==> src/rtl/pulse_ox_pkg.sv <==
// Shared types and defaults for the pulse-oximetry front end.
package pulse_ox_pkg;

  localparam int ADC_W          = 8;
  localparam int DEF_CLK_DIV    = 4;
  localparam int DEF_SETTLE_CYC = 16;

  typedef enum logic [2:0] {
    IDLE,
    RED_SETTLE,
    RED_READ,
    IR_SETTLE,
    IR_READ,
    PUBLISH
  } state_t;

endpackage

==> src/rtl/adc_serial_rx.sv <==
// Serial ADC reader: one pulse on go runs a chip-select window of CLK_DIV setup
// cycles plus BITS SCLK periods, shifting adc_sdo in MSB first on each SCLK rise.
module adc_serial_rx
  import pulse_ox_pkg::*;
#(
  parameter int CLK_DIV = DEF_CLK_DIV,
  parameter int BITS    = ADC_W
) (
  input  logic            clk,
  input  logic            rst_n,
  input  logic            go,
  input  logic            adc_sdo,
  output logic            done,
  output logic [BITS-1:0] data,
  output logic            adc_cs_n,
  output logic            adc_sclk
);

  localparam int DIV_W = (CLK_DIV > 1) ? $clog2(CLK_DIV) : 1;
  localparam int PH_W  = $clog2(2 * BITS + 1);
  localparam logic [DIV_W-1:0] DIV_LAST   = DIV_W'(CLK_DIV - 1);
  localparam logic [PH_W-1:0]  PHASE_LAST = PH_W'(2 * BITS);

  logic             active;
  logic [DIV_W-1:0] div;
  logic [PH_W-1:0]  phase;
  logic [BITS-1:0]  shift;

  // Phase 0 is setup; odd phases hold SCLK low, even phases hold it high.
  always_ff @(posedge clk or negedge rst_n) begin
    if (!rst_n) begin
      active   <= 1'b0;
      div      <= '0;
      phase    <= '0;
      shift    <= '0;
      adc_cs_n <= 1'b1;
      adc_sclk <= 1'b0;
    end else if (go) begin
      active   <= 1'b1;
      div      <= '0;
      phase    <= '0;
      adc_cs_n <= 1'b0;
      adc_sclk <= 1'b0;
    end else if (active) begin
      if (div == DIV_LAST) begin
        div <= '0;
        if (phase == PHASE_LAST) begin
          active   <= 1'b0;
          adc_cs_n <= 1'b1;
          adc_sclk <= 1'b0;
        end else begin
          phase    <= phase + 1'b1;
          adc_sclk <= phase[0];
          if (phase[0]) shift <= {shift[BITS-2:0], adc_sdo};
        end
      end else begin
        div <= div + 1'b1;
      end
    end
  end

  assign done = active && (div == DIV_LAST) && (phase == PHASE_LAST);
  assign data = shift;

endmodule

==> src/rtl/adc_led_sequencer.sv <==
// Measurement frame sequencer: RED settle/read, IR settle/read, then publishes
// both samples with a single valid strobe.
module adc_led_sequencer
  import pulse_ox_pkg::*;
#(
  parameter int CLK_DIV    = DEF_CLK_DIV,
  parameter int SETTLE_CYC = DEF_SETTLE_CYC,
  parameter int ADC_BITS   = ADC_W
) (
  input  logic                CLK_Filter,
  input  logic                rst_n,
  input  logic                start,
  input  logic                clear_ovr,
  input  logic                adc_sdo,
  output logic                adc_cs_n,
  output logic                adc_sclk,
  output logic                led_red,
  output logic                led_ir,
  output logic [ADC_BITS-1:0] RED_ADC_Value,
  output logic [ADC_BITS-1:0] IR_ADC_Value,
  output logic                sample_valid,
  output logic                busy,
  output logic                overrun
);

  localparam int SW = (SETTLE_CYC > 1) ? $clog2(SETTLE_CYC) : 1;
  localparam logic [SW-1:0] SETTLE_LAST = SW'(SETTLE_CYC - 1);

  state_t              state, next_state;
  logic [SW-1:0]       settle_cnt;
  logic                settle_done;
  logic                go;
  logic                rx_done;
  logic [ADC_BITS-1:0] rx_data;
  logic [ADC_BITS-1:0] red_hold, ir_hold;

  adc_serial_rx #(
    .CLK_DIV(CLK_DIV),
    .BITS   (ADC_BITS)
  ) u_rx (
    .clk     (CLK_Filter),
    .rst_n   (rst_n),
    .go      (go),
    .adc_sdo (adc_sdo),
    .done    (rx_done),
    .data    (rx_data),
    .adc_cs_n(adc_cs_n),
    .adc_sclk(adc_sclk)
  );

  assign settle_done = (settle_cnt == SETTLE_LAST);

  always_comb begin
    next_state = state;
    go         = 1'b0;
    case (state)
      IDLE:       if (start) next_state = RED_SETTLE;
      RED_SETTLE: if (settle_done) begin next_state = RED_READ; go = 1'b1; end
      RED_READ:   if (rx_done) next_state = IR_SETTLE;
      IR_SETTLE:  if (settle_done) begin next_state = IR_READ; go = 1'b1; end
      IR_READ:    if (rx_done) next_state = PUBLISH;
      PUBLISH:    next_state = IDLE;
      default:    next_state = IDLE;
    endcase
  end

  // LED and busy flops follow next_state so they line up with the state register.
  always_ff @(posedge CLK_Filter or negedge rst_n) begin
    if (!rst_n) begin
      state         <= IDLE;
      settle_cnt    <= '0;
      red_hold      <= '0;
      ir_hold       <= '0;
      led_red       <= 1'b0;
      led_ir        <= 1'b0;
      busy          <= 1'b0;
      sample_valid  <= 1'b0;
      RED_ADC_Value <= '0;
      IR_ADC_Value  <= '0;
      overrun       <= 1'b0;
    end else begin
      state <= next_state;
      if ((state == RED_SETTLE || state == IR_SETTLE) && !settle_done)
        settle_cnt <= settle_cnt + 1'b1;
      else
        settle_cnt <= '0;
      if (state == RED_READ && rx_done) red_hold <= rx_data;
      if (state == IR_READ && rx_done)  ir_hold  <= rx_data;
      led_red      <= (next_state == RED_SETTLE) || (next_state == RED_READ);
      led_ir       <= (next_state == IR_SETTLE) || (next_state == IR_READ);
      busy         <= (next_state != IDLE);
      sample_valid <= (state == PUBLISH);
      if (state == PUBLISH) begin
        RED_ADC_Value <= red_hold;
        IR_ADC_Value  <= ir_hold;
      end
      if (start && state != IDLE) overrun <= 1'b1;
      else if (clear_ovr)         overrun <= 1'b0;
    end
  end

endmodule

==> config.mk <==
export PLATFORM = sky130hd
export DESIGN_NAME = adc_led_sequencer
export DESIGN_NICKNAME = d
export VERILOG_FILES = /design/src/rtl/pulse_ox_pkg.sv /design/src/rtl/adc_serial_rx.sv /design/src/rtl/adc_led_sequencer.sv
export SDC_FILE = /design/constraint.sdc
export NUM_CORES = 1
export LEC_CHECK = 0
export CAP_MARGIN = 5
export CORE_MARGIN = 3
export CORE_UTILIZATION = 40
export CTS_CLUSTER_DIAMETER = 100
export DETAILED_ROUTE_END_ITERATION = 6
export PLACE_DENSITY_LB_ADDON = 0.08
export SKIP_CTS_REPAIR_TIMING = 1
export SYNTH_ARGS = -nofsm -noshare
export SYNTH_HDL_FRONTEND = slang
export SYNTH_HIERARCHICAL = 1
export SYNTH_SLANG_ARGS = --single-unit
==> constraint.sdc <==
create_clock -name CLK_Filter -period 2.5 [get_ports CLK_Filter]
set_clock_uncertainty 0.1 [all_clocks]
set_input_delay 0.625 -clock CLK_Filter [delete_from_list [all_inputs] [get_ports CLK_Filter]]
set_output_delay 0.625 -clock CLK_Filter [all_outputs]
set_load 0.005 [all_outputs]
==> flow_metrics.tcl, run 1 <==
set metrics [dict create \
    arrival_ps 2440 \
    end_kind "flop" \
    num_vias 1595 \
    path_max_fanout 8 \
    hold_class "in -> async" \
    n_antenna_cell 0 \
    clock_sinks 62 \
    setup_viol 0 \
    worstReg2RegStart "u_rx/phase[0]" \
    yosysTopAreaCell "dfrtp_1" \
    synthCells 190 \
    cp-start-kind "flop" \
    crit_type "reg -> reg" \
    power_frac_comb 0.021 \
    core_area_sq_um 6460 \
    clockBufferDepth 2 \
    rows 29 \
    reg2reg_depth 6 \
    synth_seq_area_share 0.572 \
    grt_pass1_wl_microns 8090 \
    power.share.clock 0.406 \
    cts-root-buf "clkbuf_8" \
    place_congestion 0.807 \
    synth_xor_area_frac 0.00968 \
    worstMarginPinSlew_ps 554 \
    start_util 0.420 \
    synth_top_family_by_area "multiplexers" \
    vias_per_cell 5.23 \
    cellInternalPower_w 0.00139 \
    grt_pass1_vias 1675 \
    grt_use_total 0.139 \
    final_cell_mix "dfrtp_1 (61), clkdlybuf4s50_1 (26), mux2_4 (25)" \
    drt-pass1-iter-count 4 \
    fp.dieW_microns 88.4 \
    final_util 0.497 \
    drt-initial-drc-count 41 \
    powerDensity_nw_per_um2 550 \
    finalCritPeriodShare 0.933 \
    die_h_microns 88.4 \
    critPathBufInv 1 \
    reg2reg_to "red_hold[3]" \
    synth.cell_area_sq_um 2710 \
    timing.fmax_ghz 0.429 \
    fillers 578 \
    synth-adder-area-share 0.0184 \
    synth_edf_count 0 \
    finalCriticalPeriod_ps 2330 \
    synthToLayoutAreaGrowth_pct 18.2 \
    io_buffers 27 \
    clkTransAtPathRegs_ps 60 \
    pwr-share-seq 0.573 \
    max-vdd-ir-drop_v 0.000278 \
    wl_microns 4600 \
    synthDistinctLibCells 39 \
    synth_nets 199 \
    cp.required_ps 2610 \
    final_common_cell "dfrtp_1" \
    cp_num_cells 6 \
    rsz0062_at_grt "false" \
    drive_gt1_frac 0.307 \
    cp-startpoint "u_rx/phase[0]" \
    fin_setup_tns_ps 0 \
    ys_top_cells_by_area "dfrtp_1 (56%), mux2_4 (14%), mux2_2 (7.1%), buf_6 (2.5%), ha_1 (1.8%)" \
    drv_slew 0 \
    wl_per_cell_microns 15.1 \
    yosysWarnings 6 \
    synth_seq_cells 62 \
    clock_latency_ps 330 \
    synth_compound_area_frac 0.0350 \
    hpwlAfterDp_microns 3210 \
    layout.nets 234 \
    power.switching_w 0.000371 \
    yosys_most_used_dff "dfrtp_1" \
    path_cells "inv_1 > ha_1 > nor4bb_2 > and3_1 > and4bb_1 > mux2_4" \
    cp_top_family "simple AND/OR/NAND/NOR gates" \
    multiInputGateArea_sq_um 1060 \
    hold_violations 0 \
    drc 0 \
    design.die.area_sq_um 7810 \
    status "finished, final reports clean" \
    seqCellArea_sq_um 1550 \
    slowest_stage "and4bb_1" \
    synthSimpleGateAreaFrac 0.107 \
    grt_max_degree 32 \
    ctsHtreeMaxLevel 3 \
    critical_path.max_stage_delay_ps 590 \
    hold_ws_ps 129 \
    switching_share 0.210 \
    relSlewSlack 0.631 \
    drv_cap 0 \
    synth_mux_area_frac 0.220 \
    p_leak_nw 1.54 \
    setup.worst_path.end "red_hold[3]" \
    avgSynthCellArea_sq_um 14.3 \
    io_pins 28 \
    overflow 0 \
    synth-async-reset-ratio 1.00 \
    r2r_slack_ps 170 \
    power_w 0.00177 \
    ant_nets 0 \
    synthDominantCellAreaShare 0.562 \
    antenna_found_initial 0 \
    cts_buffers 9 \
    cts_tree "done" \
]
-- routing by layer --
metal | vias up | routed length [microns] | global-route usage
li1 | 735 | - | -
met1 | 818 | 1950 | 0.164
met2 | 34 | 2390 | 0.230
met3 | 8 | 155 | 0.0391
met4 | 0 | 96 | 0.0701
met5 | - | 0 | 0
-- kinds of logic after synthesis --
kind of cell               count (synthesis)
muxes                                     45
AOI/OAI and AO/OA                         16
buffers and inverters                     15
xor gates and xnor gates                   3
DFF                                       62
adders and majority gates                  4
and+or+nand+nor                           45
-- Yosys cell counts (all sizes together) (3+ instances only) --
cell type	n
dfrtp	61
mux2	42
nor2	14
buf	7
nand3	7
a21oi	6
inv	6
o21ai	5
ha	4
and3	3
mux2i	3
nand2b	3
-- power groups by stage --
stage / sequential (W) / clock (W) / combinational, W
after CTS: 0.00101 / 0.000751 / 0.0000387
after detailed placement: 0.00103 / 0 / 0.0000389
after floorplan: 0.00103 / 0 / 0.00000416
after global routing: 0.00101 / 0.000804 / 0.0000432
final: 0.00101 / 0.000717 / 0.0000364
after global placement: 0.00103 / 0 / 0.0000382
-- metrics by stage --
stage / std cells / setup WS (ps) / cell area (sq um)
5_1_grt: 305 / 8.43 / 3210
4_1_cts: 305 / 149 / 3210
3_5_place_dp: 291 / 153 / 3050
2_1_floorplan: 190 / 419 / 2710
6_report: 305 / 167 / 3210
3_3_place_gp: 291 / 228 / 3050
-- registers in the layout, summed over array words and instances (netlist names), 2 cells and up --
name / cells
IR_ADC_Value: 8
RED_ADC_Value: 8
ir_hold: 8
red_hold: 8
settle_cnt: 4
state: 3
u_rx/data: 8
u_rx/div: 2
u_rx/phase: 5
-- final cells by class --
cell class | count | area share
timing repair buffer | 33 | 0.101
sequential | 62 | 0.484
clock inverter | 2 | 0.00312
clock buffer | 12 | 0.0452
inverter | 6 | 0.00702
tap | 77 | 0.0300
multi-input combinational | 113 | 0.330
-- worst min path at each step --
stage                       start          endpoint  cells after the start
floorplan                   rst_n   IR_ADC_Value[0]                      0
global placement    settle_cnt[0]     settle_cnt[0]                      1
detailed placement  settle_cnt[0]     settle_cnt[0]                      1
CTS                         rst_n  RED_ADC_Value[5]                      1
global route                rst_n   IR_ADC_Value[5]                      1
finish                      rst_n  RED_ADC_Value[7]                      1
-- worst register-to-register path, stage by stage (launching register included) --
cell and delay (ps):
dfrtp_1 430, inv_1 80, ha_1 130, nor4bb_2 220, and3_1 310, and4bb_1 590
mux2_4 350
Power figures use the tool's default switching activity.
==> inputs of run 2 (changes only) <==
Settings changed: HOLD_SLACK_MARGIN set to 0.08.
==> results of run 2 <==
Same layout as run 1: the final DEF is identical, and so are final timing and power.
